===== src/rtl/sram_mem_ctrl_if.sv =====
// Memory-stage bus: pipeline request/response plus the 16-bit SRAM pins.
interface sram_mem_ctrl_if;
    localparam int unsigned DATA_W  = 32;
    localparam int unsigned SADDR_W = 18;
    localparam int unsigned SDQ_W   = 16;

    logic               mem_r_en;
    logic               mem_w_en;
    logic [DATA_W-1:0]  alu_res;
    logic [DATA_W-1:0]  st_val;
    logic [DATA_W-1:0]  rd_data;
    logic               ready;
    logic [SADDR_W-1:0] sram_addr;
    logic [SDQ_W-1:0]   sram_dq_out;
    logic [SDQ_W-1:0]   sram_dq_in;
    logic               sram_dq_oe;
    logic               sram_we_n;

    // Pipeline and SRAM device side
    modport master (
        output mem_r_en, mem_w_en, alu_res, st_val, sram_dq_in,
        input  rd_data, ready, sram_addr, sram_dq_out, sram_dq_oe, sram_we_n
    );

    // Controller side
    modport slave (
        input  mem_r_en, mem_w_en, alu_res, st_val, sram_dq_in,
        output rd_data, ready, sram_addr, sram_dq_out, sram_dq_oe, sram_we_n
    );
endinterface


===== src/rtl/sram_mem_ctrl.sv =====
// Memory-stage controller: splits each 32-bit load/store into two timed
// 16-bit SRAM half-accesses and stalls the pipeline until both are done.
module sram_mem_ctrl #(
    parameter int unsigned WAIT_CYCLES = 1,
    parameter int unsigned MEM_BASE    = 1024
) (
    input  logic           clk,
    input  logic           rst,
    sram_mem_ctrl_if.slave bus
);
    localparam int unsigned DATA_W  = 32;
    localparam int unsigned HALF_W  = 16;
    localparam int unsigned SADDR_W = 18;
    localparam int unsigned WORD_W  = 17;
    localparam int unsigned CNT_W   = 3;
    localparam logic [CNT_W-1:0] WAIT_LAST = CNT_W'(WAIT_CYCLES);

    typedef enum logic [1:0] {IDLE, LOW, HIGH, DONE} state_t;

    state_t              state, state_nxt;
    logic [CNT_W-1:0]    cnt, cnt_nxt;

    logic                op_wr;
    logic [WORD_W-1:0]   word_q;
    logic [DATA_W-1:0]   st_q;

    logic [DATA_W-1:0]   offs_c;
    logic                req_c;
    logic                last_c;
    logic                cur_wr_c;
    logic [WORD_W-1:0]   cur_word_c;
    logic [DATA_W-1:0]   cur_st_c;
    logic                unused_offs;

    logic [SADDR_W-1:0]  addr_q, addr_nxt;
    logic [HALF_W-1:0]   dqo_q, dqo_nxt;
    logic                oe_q, oe_nxt;
    logic                we_n_q, we_n_nxt;
    logic [DATA_W-1:0]   rd_q, rd_nxt;

    // Byte address to SRAM word; below-base addresses simply wrap
    assign offs_c      = bus.alu_res - 32'(MEM_BASE);
    assign unused_offs = ^{offs_c[DATA_W-1:WORD_W+2], offs_c[1:0]};
    assign req_c       = bus.mem_r_en | bus.mem_w_en;
    assign last_c      = (cnt == WAIT_LAST);

    // On the accepting edge the latches are not loaded yet, so use live inputs
    assign cur_wr_c   = (state == IDLE) ? bus.mem_w_en : op_wr;
    assign cur_word_c = (state == IDLE) ? offs_c[WORD_W+1:2] : word_q;
    assign cur_st_c   = (state == IDLE) ? bus.st_val : st_q;

    always_ff @(posedge clk or negedge rst) begin
        if (!rst) begin
            state <= IDLE;
            cnt   <= '0;
        end else begin
            state <= state_nxt;
            cnt   <= cnt_nxt;
        end
    end

    always_comb begin
        state_nxt = state;
        unique case (state)
            IDLE: if (req_c)  state_nxt = LOW;
            LOW:  if (last_c) state_nxt = HIGH;
            HIGH: if (last_c) state_nxt = DONE;
            DONE: state_nxt = IDLE;
            default: state_nxt = IDLE;
        endcase
        if (state_nxt != state)
            cnt_nxt = '0;
        else if (state == LOW || state == HIGH)
            cnt_nxt = cnt + CNT_W'(1);
        else
            cnt_nxt = '0;
    end

    // Next values of the registered SRAM pins and load data
    always_comb begin
        addr_nxt = addr_q;
        dqo_nxt  = dqo_q;
        oe_nxt   = 1'b0;
        we_n_nxt = 1'b1;
        rd_nxt   = rd_q;
        unique case (state_nxt)
            LOW: begin
                addr_nxt = {cur_word_c, 1'b0};
                if (cur_wr_c) begin
                    dqo_nxt  = cur_st_c[HALF_W-1:0];
                    oe_nxt   = 1'b1;
                    we_n_nxt = 1'b0;
                end
            end
            HIGH: begin
                addr_nxt = {cur_word_c, 1'b1};
                if (cur_wr_c) begin
                    dqo_nxt  = cur_st_c[DATA_W-1:HALF_W];
                    oe_nxt   = 1'b1;
                    we_n_nxt = 1'b0;
                end
            end
            default: ;
        endcase
        if (!op_wr && last_c && state == LOW)
            rd_nxt[HALF_W-1:0] = bus.sram_dq_in;
        if (!op_wr && last_c && state == HIGH)
            rd_nxt[DATA_W-1:HALF_W] = bus.sram_dq_in;
    end

    always_ff @(posedge clk or negedge rst) begin
        if (!rst) begin
            op_wr  <= 1'b0;
            word_q <= '0;
            st_q   <= '0;
        end else if (state == IDLE && req_c) begin
            op_wr  <= bus.mem_w_en;
            word_q <= offs_c[WORD_W+1:2];
            st_q   <= bus.st_val;
        end
    end

    always_ff @(posedge clk or negedge rst) begin
        if (!rst) begin
            addr_q <= '0;
            dqo_q  <= '0;
            oe_q   <= 1'b0;
            we_n_q <= 1'b1;
            rd_q   <= '0;
        end else begin
            addr_q <= addr_nxt;
            dqo_q  <= dqo_nxt;
            oe_q   <= oe_nxt;
            we_n_q <= we_n_nxt;
            rd_q   <= rd_nxt;
        end
    end

    assign bus.sram_addr   = addr_q;
    assign bus.sram_dq_out = dqo_q;
    assign bus.sram_dq_oe  = oe_q;
    assign bus.sram_we_n   = we_n_q;
    assign bus.rd_data     = rd_q;
    assign bus.ready       = (state == DONE) || (state == IDLE && !req_c);
endmodule


===== src/flat_wrapper.sv =====
// flat-port wrapper written by rule: the top's interface ports become plain ports
module sram_mem_ctrl_flat 
#(
    parameter int unsigned WAIT_CYCLES = 1,
    parameter int unsigned MEM_BASE    = 1024
)
  (clk, rst, bus_mem_r_en, bus_mem_w_en, bus_alu_res, bus_st_val, bus_sram_dq_in, bus_rd_data, bus_ready, bus_sram_addr, bus_sram_dq_out, bus_sram_dq_oe, bus_sram_we_n);
  sram_mem_ctrl_if bus_i ();
  input  logic clk;
  input  logic rst;
  input wire logic [$bits(bus_i.mem_r_en)-1:0] bus_mem_r_en;
  input wire logic [$bits(bus_i.mem_w_en)-1:0] bus_mem_w_en;
  input wire logic [$bits(bus_i.alu_res)-1:0] bus_alu_res;
  input wire logic [$bits(bus_i.st_val)-1:0] bus_st_val;
  input wire logic [$bits(bus_i.sram_dq_in)-1:0] bus_sram_dq_in;
  output wire logic [$bits(bus_i.rd_data)-1:0] bus_rd_data;
  output wire logic [$bits(bus_i.ready)-1:0] bus_ready;
  output wire logic [$bits(bus_i.sram_addr)-1:0] bus_sram_addr;
  output wire logic [$bits(bus_i.sram_dq_out)-1:0] bus_sram_dq_out;
  output wire logic [$bits(bus_i.sram_dq_oe)-1:0] bus_sram_dq_oe;
  output wire logic [$bits(bus_i.sram_we_n)-1:0] bus_sram_we_n;
  assign bus_i.mem_r_en = bus_mem_r_en;
  assign bus_i.mem_w_en = bus_mem_w_en;
  assign bus_i.alu_res = bus_alu_res;
  assign bus_i.st_val = bus_st_val;
  assign bus_i.sram_dq_in = bus_sram_dq_in;
  assign bus_rd_data = bus_i.rd_data;
  assign bus_ready = bus_i.ready;
  assign bus_sram_addr = bus_i.sram_addr;
  assign bus_sram_dq_out = bus_i.sram_dq_out;
  assign bus_sram_dq_oe = bus_i.sram_dq_oe;
  assign bus_sram_we_n = bus_i.sram_we_n;
  sram_mem_ctrl #(.WAIT_CYCLES(WAIT_CYCLES), .MEM_BASE(MEM_BASE)) u_core (.clk(clk), .rst(rst), .bus(bus_i));
endmodule

===== config.mk =====
export PLATFORM = sky130hd
export DESIGN_NAME = sram_mem_ctrl_flat
export DESIGN_NICKNAME = d
export VERILOG_FILES = /design/src/rtl/sram_mem_ctrl_if.sv /design/src/rtl/sram_mem_ctrl.sv /design/src/flat_wrapper.sv
export SDC_FILE = /design/constraint.sdc
export NUM_CORES = 1
export LEC_CHECK = 0
export CAP_MARGIN = 15
export CORE_ASPECT_RATIO = 0.9
export CORE_UTILIZATION = 45
export DETAILED_ROUTE_END_ITERATION = 16
export PLACE_DENSITY = 0.83
export SYNTH_ARGS = -nofsm -noshare
export SYNTH_HDL_FRONTEND = slang
export SYNTH_SLANG_ARGS = --single-unit

===== constraint.sdc =====
create_clock -name clk -period 4.5 [get_ports clk]
set_input_delay 0.675 -clock clk [delete_from_list [all_inputs] [get_ports clk]]
set_output_delay 0.675 -clock clk [all_outputs]
set_load 0.05 [all_outputs]

==> flow_summary.yaml, run 1 <==
logic_synthesis:
  synth_top_family_by_area: "multiplexers"
  synth_edf_count: 0
  synth_flop_cell: "dfrtp_1"
  synth_nets: 483
  synthTopCellsByArea: "dfrtp_1 (56%), mux2_2 (19%), mux4_2 (6.6%)"
  synth_compound_area_frac: 0.05940
  synth_seq_cells: 123
  synthArstFlopShare: 1.000
  synth-xor-area-share: 0.006422
  syn_avg_cell_area_sq_um: 14.02
  ys_types: 43
  synthAdderAreaFrac: 0.02294
  synth_top_area_share: 0.5596
  syn_inst: 389
  synth_area_leader_cell: "dfrtp_1"
  synth.area.mux_share: 0.2702
  synthSimpleGateAreaFrac: 0.05459
  netlist_area_sq_um: 5455
  seq_area_frac_synth: 0.5644
  synth-warning-count: 0
timing:
  relSlewSlack: 0.2303
  finalClockSkew_ns: 0.003790
  hold_slack_ns: 0.2978
  finalCritPeriodShare: 0.8008
  fin_crit_ns: 3.604
  drv_slew: 0
  finalHoldViolations: 0
  grt_setup_unrepaired: "false"
  finalSetupViolations: 0
  max_slew.worst_pin.slew_ns: 1.155
  fin_ws_ns: 0.8964
  fmax_ghz: 0.2775
  setup_tns_ns: 0
die:
  core_sq_um: 11620
  fp.dieW_um: 118.1
  num_rows: 37
  ios: 153
  die-height_um: 106.5
  initial_utilization: 0.4695
  die_area_sq_um: 12570
detailed_routing:
  viasPerCell: 5.336
  post_drt_wl_per_cell_um: 17.13
  post-route-drc-count: 0
  vias: 3746
  ant_nets: 0
  drt-total-wl_um: 12020
  drt-initial-drc-count: 182
  firstDrtPassIters: 4
worst_setup_path:
  crit_type: "reg2out"
  rr_worst_depth: 8
  required_ns: 3.83
  end_kind: "output port"
  arrival_ns: 2.93
  start_kind: "flop"
  crit_fanout: 13
final_layout:
  layout-drive-gt1-share: 0.2857
  area_delta_synth_final_pct: 39.01
  final_util: 0.6526
  diodes: 0
  fillCellCount: 872
  nets: 627
  multiInputGateArea_sq_um: 2260
  regArea_sq_um: 3079
grt:
  grt_max_degree: 53
  grt.total_usage: 0.2065
  grt_pass1_vias: 3974
  gr-total-overflow: 0
  antenna_found_initial: 0
  grt_pass1_wl_um: 20080
outcome:
  outcome: "completed"
cts:
  cts_resized: 0
  clock_path_buffers: 2
  clk_pin_slew_ns: 0.05
  cts_setup_buffers: 0
  cts_root_buf: "clkbuf_16"
  postCtsHoldBufs: 0
  cts_made_buffers: 17
  cts-htree-levels: 4
  clkLatencyLatePin_ns: 0.41
  tritoncts: "built"
  clock_sinks: 123
place:
  dp_worst_setup_slack_ns: 0.8841
  hpwl_um: 8233
  finalWeightedCongestion: 0.7660
  portBuffers: 137
job:
  max_cap_viol_count: 0
worst_hold_path:
  hold_class: "in2async"
through the flow:
step	cell area, sq um	cells
4_1_cts	7584	702
3_3_place_gp	6993	670
3_5_place_dp	6993	670
5_1_grt	7584	702
6_report	7584	702
2_1_floorplan	5455	389
path summary, 6_finish.rpt:
path,start,end,slack (ns)
setup / recovery,u_core.state[0]$_DFF_PN0_,bus_ready,0.90
hold / removal,rst,u_core.st_q[3]$_DFFE_PN0P_,0.30
setup reg to reg,u_core.state[0]$_DFF_PN0_,u_core.bus.sram_dq_out[3]$_DFFE_PN0P_,0.97
hold reg to reg,u_core.cnt[0]$_DFF_PN0_,u_core.cnt[0]$_DFF_PN0_,0.48
max in group asynchronous,rst,u_core.bus.sram_we_n$_DFF_PN1_,3.25
min in group clk,u_core.cnt[0]$_DFF_PN0_,u_core.cnt[0]$_DFF_PN0_,0.48
final cells by class:
| type | instances | share of cell area |
|---|---|---|
| tap | 156 | 0.02574 |
| clock buffer | 22 | 0.06253 |
| sequential | 123 | 0.4060 |
| timing repair buffer | 145 | 0.1884 |
| inverter | 8 | 0.003960 |
| multi-input combinational | 238 | 0.2980 |
| clock inverter | 10 | 0.01534 |
cells by family (layout without fill, tap and decap cells):
group,count (synthesis),in the layout
xor gates and xnor gates,4,4
and+or+nand+nor,57,57
buffers and inverters,28,185
AOI/OAI and AO/OA,51,51
DFF,123,123
adders and majority gates,10,10
muxes,116,116
synthesized netlist by cell type (2+ instances only):
master    number
o21ai_0       26
a21o_1         3
a22oi_1        2
ha_1          10
nand3_1        4
buf_2          9
mux2_2        90
nor2_1        14
nand2b_1       3
nand2_1       21
dfrtp_1      122
mux4_2        16
clkbuf_1       9
or3_1          2
o31ai_1        2
xnor2_1        3
or4_4          2
o21a_1         7
a311oi_1       3
nor2b_1        2
mux2i_1       10
inv_1          8
cell usage in the layout, fill, tap and decap left out, types with 4 or more instances in the layout:
master,n
ha_1,9
mux2i_1,10
nor2_1,14
nand2_1,21
clkinvlp_4,5
mux2_2,90
nand3_1,4
o21ai_0,26
dfrtp_1,122
mux4_2,16
clkbuf_16,17
buf_4,9
o21a_1,6
inv_1,8
clkdlybuf4s50_1,136
state kept, by name, summed over array words and instances, names as in the netlist:
register and count:
u_core.bus.rd_data 32, u_core.st_q 32, u_core.bus.sram_dq_out 16, u_core.word_q 17, u_core.state 2, u_core.bus.sram_dq_oe 1, u_core.op_wr 1, u_core.bus.sram_addr 18
u_core.bus.sram_we_n 1, u_core.cnt 3
critical path: stages, from the launching register on:
cell,delay [ns]
dfrtp_1,0.45
inv_1,0.16
ha_2,0.42
nor3b_1,0.47
or2_2,0.19
clkdlybuf4s50_1,0.82
routing by layer:
| metal | vias to the layer above | track usage | routed length [um] |
|---|---|---|---|
| met5 | - | 0 | 0 |
| met4 | 0 | 0.06502 | 117 |
| met1 | 1905 | 0.2625 | 5370 |
| li1 | 1700 | - | - |
| met3 | 14 | 0.06277 | 698 |
| met2 | 127 | 0.3391 | 5836 |
Power of run 1 is left out: the tool's default activity adds up to more than one toggle a clock period on the data nets, which glitch-free logic cannot reach.
==> run 2: changes to the inputs <==
==> constraint.sdc (replaced) <==
create_clock -name clk -period 3.67 [get_ports clk]
set_input_delay 0.5505 -clock clk [delete_from_list [all_inputs] [get_ports clk]]
set_output_delay 0.5505 -clock clk [all_outputs]
set_load 0.05 [all_outputs]
==> flow_summary.yaml, run 2 (synthesis results as in run 1) <==
worst_setup_path:
  crit_type: "reg2out"
  start_kind: "flop"
  end_kind: "output port"
  crit_family: "buffers and inverters"
  crit_fanout: 7
  slowest_stage: "clkdlybuf4s50_1"
  reg2reg_from: "u_core.state[0]$_DFF_PN0_"
  cp_cell_sequence: "inv_1 > ha_2 > nor3b_1 > or2_2 > clkdlybuf4s50_1"
  critPathBufInv: 2
  rr_worst_depth: 11
  arrival_ns: 2.68
  critPathMaxStageDelay_ns: 0.82
  required_ns: 3.12
  rrSetupSlack_ns: 0.51
  r2r_end: "u_core.bus.sram_dq_out[10]$_DFFE_PN0P_"
die:
  ios: 153
  num_rows: 37
  die_area_sq_um: 12570
  initial_utilization: 0.4695
  core_sq_um: 11620
  fp.dieW_um: 118.1
  die-height_um: 106.5
timing:
  fin_crit_ns: 3.227
  drv_slew: 0
  finalCritPeriodShare: 0.8792
  relSlewSlack: 0.4586
  fmax_ghz: 0.3099
  grt_setup_unrepaired: "false"
  max_slew.worst_pin.slew_ns: 0.8121
  finalHoldViolations: 0
  fin_ws_ns: 0.4434
  finalSetupViolations: 0
  finalClockSkew_ns: 0.008383
  setup_tns_ns: 0
final_layout:
  area_delta_synth_final_pct: 38.53
  diodes: 0
  nets: 629
  final_cells: 704
  final_common_cell: "clkdlybuf4s50_1"
  layout_common_cells: "clkdlybuf4s50_1 (136), dfrtp_1 (122), mux2_2 (90)"
  layout-drive-gt1-share: 0.2828
  final_util: 0.6504
grt:
  grt.total_usage: 0.1994
  grt_pass1_vias: 3863
  grt_pass1_wl_um: 19140
  gr-total-overflow: 0
  antenna_found_initial: 0
  grt_max_degree: 65
place:
  placed_cells: 672
  portBuffers: 137
  dp_worst_setup_slack_ns: 0.4328
  hpwl_um: 7964
  finalWeightedCongestion: 0.7673
detailed_routing:
  drt-initial-drc-count: 143
  vias: 3729
  ant_nets: 0
  post_drt_wl_per_cell_um: 16.44
  drt-total-wl_um: 11570
  firstDrtPassIters: 4
  viasPerCell: 5.297
  post-route-drc-count: 0
job:
  max_cap_viol_count: 0
cts:
  clock_path_buffers: 2
  clock_sinks: 123
  cts_setup_buffers: 0
  tritoncts: "built"
  postCtsHoldBufs: 0
  cts-htree-levels: 4
  cts_made_buffers: 17
  cts_resized: 0
  cts_root_buf: "clkbuf_16"
  clkLatencyLatePin_ns: 0.42
  clk_pin_slew_ns: 0.05
worst_hold_path:
  hold_class: "in2async"
outcome:
  outcome: "completed"
==> run 2: cell count changes in the layout (fill, tap and decap cells not counted) <==
cell / previous run / this run
buf_4: 9 / 10
clkbuf_8: 3 / 4
buf_12: 0 / 1
clkinv_2: 2 / 3
clkinvlp_4: 5 / 3
clkinv_4: 1 / 0
clkbuf_1: 2 / 5
bufinv_16: 2 / 0
==> run 2: area by class of cell <==
class | instances | area [sq um]
Clock inverter | 6 | 37.54
Fill cell | 851 | 4063
Inverter | 8 | 30.03
Tap cell | 156 | 195.2
Clock buffer | 26 | 499.2
Timing Repair Buffer | 147 | 1456
Multi-Input combinational cell | 238 | 2260
Sequential cell | 123 | 3079
==> run 2: worst reg2reg max path: cells and delay by family, from the launching register on <==
family | cells | cell delay, ns
compound gates | 3 | 0.63
fa+ha+maj | 2 | 0.43
buf+inv | 4 | 1.07
flops | 1 | 0.46
mux | 1 | 0.38
simple gates | 1 | 0.07
==> run 2: worst max path at each step <==
stage / startpoint / to / slack, ns / cells after the start
5_1_grt: u_core.state[0]$_DFF_PN0_ / u_core.bus.sram_dq_out[10]$_DFFE_PN0P_ / 0.24 / 11
3_5_place_dp: bus_mem_r_en / u_core.bus.sram_dq_out[10]$_DFFE_PN0P_ / 0.43 / 10
3_3_place_gp: bus_mem_w_en / u_core.bus.sram_dq_out[13]$_DFFE_PN0P_ / 0.50 / 10
4_1_cts: u_core.state[0]$_DFF_PN0_ / bus_ready / 0.46 / 5
2_1_floorplan: u_core.state[0]$_DFF_PN0_ / u_core.bus.sram_dq_out[10]$_DFFE_PN0P_ / 0.35 / 12
6_report: u_core.state[0]$_DFF_PN0_ / bus_ready / 0.44 / 5
==> run 2: layer usage <==
| metal | part of all wire | global-route usage | wire length [um] |
|---|---|---|---|
| met3 | 0.063 | 0.06599 | 734 |
| met1 | 0.46 | 0.2533 | 5267 |
| met4 | 0.016 | 0.08516 | 187 |
| met2 | 0.47 | 0.3134 | 5384 |
| met5 | 0 | 0 | 0 |
==> run 2: metrics by stage <==
step / instance area (sq um) / hold WS, ns
after floorplan: 5455 / 0.2549
after global placement: 7020 / 0.4510
after detailed placement: 7020 / 0.4656
after CTS: 7557 / 0.2505
after global routing: 7557 / 0.2966
final: 7557 / 0.2396
Power of run 2 is left out for the same reason.
==> run 3: changes to the inputs <==
--- a/config.mk
+++ b/config.mk
@@ -5,6 +5,7 @@
 export SDC_FILE = /design/constraint.sdc
 export NUM_CORES = 1
 export LEC_CHECK = 0
+export ABC_CLOCK_PERIOD_IN_PS = 3100
 export CAP_MARGIN = 15
 export CORE_ASPECT_RATIO = 0.9
 export CORE_UTILIZATION = 45
==> constraint.sdc (replaced) <==
create_clock -name clk -period 3.1 [get_ports clk]
set_input_delay 0.465 -clock clk [delete_from_list [all_inputs] [get_ports clk]]
set_output_delay 0.465 -clock clk [all_outputs]
set_load 0.05 [all_outputs]
==> flow_summary.yaml, run 3 (synthesis results as in run 1) <==
outcome:
  outcome: "completed"
die:
  core_sq_um: 11620
  initial_utilization: 0.4695
  num_rows: 37
  fp.dieW_um: 118.1
  ios: 153
  die_area_sq_um: 12570
  die-height_um: 106.5
final_layout:
  layout_common_cells: "clkdlybuf4s50_1 (135), dfrtp_1 (122), mux2_2 (90)"
  nets: 628
  multiInputGateArea_sq_um: 2273
  fillCellCount: 815
  diodes: 0
  regArea_sq_um: 3079
  final_common_cell: "clkdlybuf4s50_1"
  layout-drive-gt1-share: 0.2839
  area_delta_synth_final_pct: 40.89
timing:
  finalCritPeriodShare: 0.9185
  finalSetupViolations: 0
  grt_setup_unrepaired: "false"
  finalClockSkew_ns: 0.005681
  finalHoldViolations: 0
  fmax_ghz: 0.3512
  max_slew.worst_pin.slew_ns: 0.8581
  relSlewSlack: 0.4279
  fin_crit_ns: 2.847
  drv_slew: 0
  setup_tns_ns: 0
place:
  hpwl_um: 8283
  finalWeightedCongestion: 0.7843
  portBuffers: 137
cts:
  cts_root_buf: "clkbuf_16"
  clock_path_buffers: 2
  cts_resized: 0
  clkLatencyLatePin_ns: 0.41
  cts_setup_buffers: 0
  cts_made_buffers: 17
  cts-htree-levels: 4
  postCtsHoldBufs: 0
  tritoncts: "built"
  clock_sinks: 123
  clk_pin_slew_ns: 0.05
worst_setup_path:
  cp_cell_sequence: "inv_1 > ha_2 > nor3b_2 > nor2_1 > o21a_1 > ha_1 > a21oi_1 > inv_1 > o31ai_4 > buf_12 > mux2_2"
  critPathMaxStageDelay_ns: 0.45
  critPathBufInv: 3
  crit_type: "reg2reg"
  slowest_stage: "dfrtp_1"
  crit_family: "adder cells"
  cpMostUsedCell: "inv_1"
  start_kind: "flop"
  arrival_ns: 3.14
  r2r_end: "u_core.bus.sram_dq_out[1]$_DFFE_PN0P_"
  crit_fanout: 16
  rr_worst_depth: 11
  reg2reg_from: "u_core.state[0]$_DFF_PN0_"
  end_kind: "flop"
  required_ns: 3.39
  rrSetupSlack_ns: 0.25
detailed_routing:
  ant_nets: 0
  drt-initial-drc-count: 198
  viasPerCell: 5.241
  firstDrtPassIters: 4
  drt-total-wl_um: 12220
  post-route-drc-count: 0
  vias: 3679
  post_drt_wl_per_cell_um: 17.40
grt:
  grt.total_usage: 0.2118
  gr-total-overflow: 0
  grt_pass1_wl_um: 20080
  grt_pass1_vias: 3960
  grt_max_degree: 70
  antenna_found_initial: 0
worst_hold_path:
  hold_class: "in2async"
job:
  max_cap_viol_count: 0
## run 3: metrics by stage
stage                     setup WS [ns]    util  cells  hold slack [ns]  cell area (sq um)
after floorplan                 0.02041       -    389           0.1694               5472
after global placement           0.2076  0.6079    671           0.4505               7064
after detailed placement         0.1568  0.6079    671           0.4660               7064
after CTS                       0.08690  0.6612    702           0.1869               7684
after global routing            0.04409  0.6615    702           0.2350               7686
final                            0.2526  0.6615    702           0.1583               7686
## run 3: worst max path at each step
stage	startpoint	endpoint	slack, ns	cells after the start
after global routing	u_core.state[0]$_DFF_PN0_	u_core.bus.sram_dq_out[1]$_DFFE_PN0P_	0.04	11
final	u_core.state[0]$_DFF_PN0_	u_core.bus.sram_dq_out[1]$_DFFE_PN0P_	0.25	11
after detailed placement	bus_mem_w_en	u_core.bus.sram_dq_out[2]$_DFFE_PN0P_	0.16	10
after global placement	bus_mem_w_en	u_core.bus.sram_dq_out[11]$_DFFE_PN0P_	0.21	10
after floorplan	u_core.state[0]$_DFF_PN0_	u_core.bus.sram_dq_out[10]$_DFFE_PN0P_	0.02	13
after CTS	u_core.state[0]$_DFF_PN0_	bus_ready	0.09	5
## run 3: area by class of cell
type                    count  area share
inverters                   8    0.003907
clock buffers              24     0.06267
well taps                 156     0.02539
clock inverters             7     0.01791
flip-flops and latches    123      0.4006
multi-input cells         238      0.2958
repair buffers            146      0.1937
## run 3: per-layer routing
metal / wire, um / vias to the layer above / GRT usage / part of all wire
met2: 6088 / 120 / 0.3542 / 0.50
met1: 5279 / 1839 / 0.2572 / 0.43
met4: 230 / 0 / 0.09432 / 0.019
met3: 619 / 20 / 0.05794 / 0.051
li1: - / 1700 / - / -
met5: 0 / - / 0 / 0
Power of run 3 is left out for the same reason.
